## config.mk

```make
export PLATFORM = sky130hd
export DESIGN_NAME = mem_arbiter
export DESIGN_NICKNAME = d
export VERILOG_FILES = /design/src/rtl/mem_arb_pkg.sv /design/src/rtl/arb_starve_counter.sv /design/src/rtl/mem_arbiter.sv
export SDC_FILE = /design/constraint.sdc
export NUM_CORES = 1
export LEC_CHECK = 0
export BUFFER_PORTS_ARGS = -buffer_cell sky130_fd_sc_hd__buf_4
export CAP_MARGIN = 20
export CORE_AREA = 2 2 102 104
export CTS_CLUSTER_SIZE = 10
export DETAILED_ROUTE_END_ITERATION = 8
export DIE_AREA = 0 0 104 106
export SKIP_LAST_GASP = 1
export SYNTH_ARGS = -nofsm -noshare
export SYNTH_HDL_FRONTEND = slang
export SYNTH_SLANG_ARGS = --single-unit
```

## constraint.sdc

```tcl
create_clock -name clk -period 1.5 [get_ports clk]
set_clock_uncertainty 0.15 [all_clocks]
set_input_delay 0.075 -clock clk [delete_from_list [all_inputs] [get_ports clk]]
set_output_delay 0.075 -clock clk [all_outputs]
set_load 0.01 [all_outputs]
```

## src/rtl/mem_arb_pkg.sv

```systemverilog
// Shared types and default sizes for the CPU/VGA memory arbiter.
package mem_arb_pkg;
  typedef enum logic [1:0] {
    OWN_NONE = 2'd0,
    OWN_CPU  = 2'd1,
    OWN_VGA  = 2'd2
  } owner_t;

  localparam int DEF_ADDR_W     = 32;
  localparam int DEF_DATA_W     = 32;
  localparam int DEF_STARVE_MAX = 15;

  // Counter width able to hold 0..max inclusive.
  function automatic int cnt_w(input int max);
    return (max < 1) ? 1 : $clog2(max + 1);
  endfunction
endpackage

```

## src/rtl/arb_starve_counter.sv

```systemverilog
// Saturating count of consecutive refused VGA cycles; clr has priority over inc.
module arb_starve_counter
  import mem_arb_pkg::*;
#(
  parameter int MAX = DEF_STARVE_MAX
) (
  input  logic clk,
  input  logic reset,
  input  logic inc,
  input  logic clr,
  output logic at_max
);
  localparam int             W     = cnt_w(MAX);
  localparam logic [W-1:0]   MAX_V = W'(MAX);

  logic [W-1:0] r_cnt;

  always_ff @(posedge clk) begin
    if (!reset)                    r_cnt <= '0;
    else if (clr)                  r_cnt <= '0;
    else if (inc && r_cnt != MAX_V) r_cnt <= r_cnt + 1'b1;
  end

  assign at_max = (r_cnt == MAX_V);
endmodule

```

## src/rtl/mem_arbiter.sv

```systemverilog
// Single-port RAM arbiter between a CPU (read/write) and a VGA reader.
// Define MEM_ARB_RR_EN for round-robin contention; default build gives the CPU priority.
module mem_arbiter
  import mem_arb_pkg::*;
#(
  parameter int ADDR_W     = DEF_ADDR_W,
  parameter int DATA_W     = DEF_DATA_W,
  parameter int STARVE_MAX = DEF_STARVE_MAX
) (
  input  logic              clk,
  input  logic              reset,
  input  logic              cpu_req,
  input  logic              cpu_we,
  input  logic [ADDR_W-1:0] cpu_addr,
  input  logic [DATA_W-1:0] cpu_wdata,
  output logic              cpu_gnt,
  output logic              cpu_rvalid,
  output logic [DATA_W-1:0] cpu_rdata,
  input  logic              vga_req,
  input  logic [ADDR_W-1:0] vga_addr,
  output logic              vga_gnt,
  output logic              vga_rvalid,
  output logic [DATA_W-1:0] vga_rdata,
  output logic              mem_en,
  output logic              mem_we,
  output logic [ADDR_W-1:0] mem_addr,
  output logic [DATA_W-1:0] mem_wdata,
  input  logic [DATA_W-1:0] mem_rdata
);
  owner_t r_last_owner;
  owner_t r_tag;
  logic   w_cpu_gnt, w_vga_gnt, w_at_max;

  arb_starve_counter #(.MAX(STARVE_MAX)) u_starve (
    .clk    (clk),
    .reset  (reset),
    .inc    (vga_req & ~w_vga_gnt),
    .clr    (w_vga_gnt | ~vga_req),
    .at_max (w_at_max)
  );

  // Grants are purely combinational so a lone requester is served the cycle it asks.
  always_comb begin
    w_cpu_gnt = 1'b0;
    w_vga_gnt = 1'b0;
    if (reset) begin
      if (vga_req && w_at_max) begin
        w_vga_gnt = 1'b1;
      end else if (cpu_req && vga_req) begin
`ifdef MEM_ARB_RR_EN
        if (r_last_owner == OWN_CPU) w_vga_gnt = 1'b1;
        else                         w_cpu_gnt = 1'b1;
`else
        w_cpu_gnt = 1'b1;
`endif
      end else if (cpu_req) begin
        w_cpu_gnt = 1'b1;
      end else if (vga_req) begin
        w_vga_gnt = 1'b1;
      end
    end
  end

  assign cpu_gnt   = w_cpu_gnt;
  assign vga_gnt   = w_vga_gnt;
  assign mem_en    = w_cpu_gnt | w_vga_gnt;
  assign mem_we    = w_cpu_gnt & cpu_we;
  assign mem_addr  = w_cpu_gnt ? cpu_addr : (w_vga_gnt ? vga_addr : '0);
  assign mem_wdata = (w_cpu_gnt && cpu_we) ? cpu_wdata : '0;

  always_ff @(posedge clk) begin
    if (!reset) begin
      r_last_owner <= OWN_VGA;
      r_tag        <= OWN_NONE;
    end else begin
      if (w_cpu_gnt)      r_last_owner <= OWN_CPU;
      else if (w_vga_gnt) r_last_owner <= OWN_VGA;

      if (w_cpu_gnt && !cpu_we) r_tag <= OWN_CPU;
      else if (w_vga_gnt)       r_tag <= OWN_VGA;
      else                      r_tag <= OWN_NONE;
    end
  end

  // Gating with reset kills a read whose data would land during reset.
  assign cpu_rvalid = reset && (r_tag == OWN_CPU);
  assign vga_rvalid = reset && (r_tag == OWN_VGA);
  assign cpu_rdata  = cpu_rvalid ? mem_rdata : '0;
  assign vga_rdata  = vga_rvalid ? mem_rdata : '0;
endmodule
```

==> results.toml <==
[layout]
fin_nets = 576
syn_to_final_growth_pct = 183
stdcell_count = 576
antenna_cells = 0
drive_gt1_share_pct = 66.6
num-fill-cells = 1064

[logic_synthesis]
yosysMostFrequentCell = "and2_1"
async_flop_share_pct = 0
syn_area_per_cell_sq_um = 7.12
synth_edf_count = 0
synth-seq-cells = 6
syn_inst = 177
synthesis.area_sq_um = 1260
syn_nets = 311
synth_top_cell_area_share_pct = 32.3
synthTopCellsByCount = "65 x and2_1, 32 x a22o_1, 32 x and3_1, 11 x clkbuf_1, 6 x dfxtp_1"
ys.flop_type = "dfxtp_1"
netlist_top_cells_area = "and2_1 32%, a22o_1 22%, and3_1 16%"
ys_warn_count = 0
synth.distinct_cells = 23
synth_top_area_cell = "and2_1"
seq_area_frac_synth_pct = 9.53

[route]
postRouteAntennaNets = 0
drc = 0
wl_per_cell_um = 12.9
drt_wl_total_um = 7410
drtIter0Drc = 81
routed_via_density = 4.06
dr.pass1.iters = 4
vias = 2338

[worst_setup_path]
worst-setup-path-type = "reg2out"
crit_slowest_cell = "dfxtp_2"
worst_ep_required_time_ns = 1.27
cp_max_fo = 54
worstSetupEndpointType = "output pin"
critPathTopFamily = "compound AO/OA/AOI/OAI gates"
crit_path_cell_trace = "ha_4 -> and3_4 -> a21oi_4 -> buf_12 -> a22o_1 -> buf_4"
worst_ep_arrival_time_ns = 1.63
path_buf_inv = 2
slowest_delay_ns = 0.33
critPathLaunchType = "flip-flop"

[power]
power_density_nw_per_um2 = 306
leakagePower_nw = 2.03
p_total_mw = 1.09
clkPwrFrac_pct = 21.7
swShare_pct = 29.2
p_comb_share_pct = 63.0
seq_power_share_pct = 15.3
peakVddDrop_mv = 0.386
switching_power_mw = 0.319
p_int_mw = 0.773

[floorplan]
core_area_sq_um = 10000
dieArea_sq_um = 11000
die_h_um = 106
rows = 37
die_w_um = 104
ios = 267
initial_core_util_pct = 12.6

[global_routing]
grt_max_degree = 55
use_met3_pct = 4.11
overflow = 0
antenna_found_initial = 0
gr-usage-all-layers_pct = 12.0
use_met1_pct = 12.8
grt_pass1_wl_um = 11100
grt_pass1_vias = 2321
grt_use_met2_pct = 22.9
top_usage_layer = "met2"

[sta]
finalHoldViolations = 0
fin_setup_tns_ns = -20.22
tightestPinTransition_ns = 0.249
max_freq_mhz = 540
fin_crit_sh_pct = 123
finalSetupViolations = 67
fin_crit_ns = 1.85
slew_viol_final = 0
rsz0062_at_grt = "true"
fin_ws_ns = -0.352
hold-worst-slack_ns = 0.0358
max_slew_margin_pct = 83.4

[outcome]
violations = "negative setup slack"
status = "finished with violations"

[clock_tree]
cts_buffer_depth = 2
clock_latency_ns = 0.22
numClockSinks = 6
cts_tree = "built"
clockRootBuffer = "clkbuf_8"
path_clk_slew_ns = 0.03
cts_inserted_buffers = 3
htreeDepth = 1

[placed_design]
dp_hpwl_um = 6260
place.gp.congestion = 0.883
dpl.cell_count = 570
port_buffers = 266

[min_path]
min_path_type = "in2reg"

[job]
cap_violations = 0
-- through the flow --
stage	utilization [%]	cell area, sq um	worst slack [ns]
detailed placement	34.9	3490	-0.109
global route	35.7	3570	-0.420
CTS	35.6	3560	-0.347
floorplan	-	1310	0.0117
finish	35.7	3570	-0.352
global placement	34.9	3490	-0.0815
-- state kept, by name (all words and copies together), names as in the netlist --
signal / flops
r_tag: 2
u_starve.r_cnt: 4
-- metal layers --
metal | wire [um] | share of wire (%) | vias to the layer above
met1 | 2770 | 37 | 1019
li1 | - | - | 1151
met5 | 0 | 0 | -
met3 | 854 | 12 | 6
met2 | 3730 | 50 | 162
met4 | 55 | 0.74 | 0
-- tightest hold or removal path, cell delays in order --
cell	delay, ns
buf_4	0.14
nand2_1	0.09
a21oi_1	0.05
-- cells by family after synthesis --
group	share of synthesized area (%)
buffers and inverters	8.74
and+or+nand+nor	54.2
AOI/OAI and AO/OA	25.8
DFF	9.53
adders and majority gates	0.993
xor gates and xnor gates	0.695
-- layout make-up --
| type | instances | area [sq um] | share of cell area, % |
|---|---|---|---|
| Clock buffer | 3 | 41.3 | 1.16 |
| Tap cell | 136 | 170 | 4.77 |
| Timing Repair Buffer | 279 | 2150 | 60.3 |
| Multi-Input combinational cell | 151 | 1080 | 30.2 |
| Inverter | 1 | 3.75 | 0.105 |
| Sequential cell | 6 | 123 | 3.44 |
-- cell usage in the layout, fill, tap and decap left out, drive strengths merged, types with 2 or more instances in the layout --
cell,n
nor2,2
buf,278
a22o,32
nand2,3
nand3,2
and3,33
dfxtp,6
a21oi,5
and2,65
clkbuf,3
-- repair_timing --
item	4_1_cts	5_1_grt
hold buffers	1	0
resized for setup	2	1
cloned	1	0
pin swaps	0	0
buffers inserted	1	0
setup endpoints to repair	67	105
endpoints found under the hold margin	1	0
-- worst paths after layout --
check / start / end / slack [ns] / cells after the start
setup / recovery: u_starve.r_cnt[1]$_SDFFE_PP0P_ / mem_addr[1] / -0.35 / 6
hold reg to reg: u_starve.r_cnt[3]$_SDFFE_PP0P_ / u_starve.r_cnt[3]$_SDFFE_PP0P_ / 0.39 / 2
setup reg to reg: u_starve.r_cnt[1]$_SDFFE_PP0P_ / r_tag[0]$_SDFF_PN0_ / 0.07 / 6
hold / removal: vga_req / r_tag[1]$_SDFF_PP0_ / 0.04 / 3
-- power by group through the flow --
stage	logic, mW	registers [mW]	clock network [mW]
2_1_floorplan	0.216	0.169	0
3_3_place_gp	0.674	0.169	0
3_5_place_dp	0.682	0.169	0
4_1_cts	0.692	0.167	0.244
5_1_grt	0.737	0.167	0.257
6_report	0.689	0.167	0.237
Power figures use the tool's default switching activity.
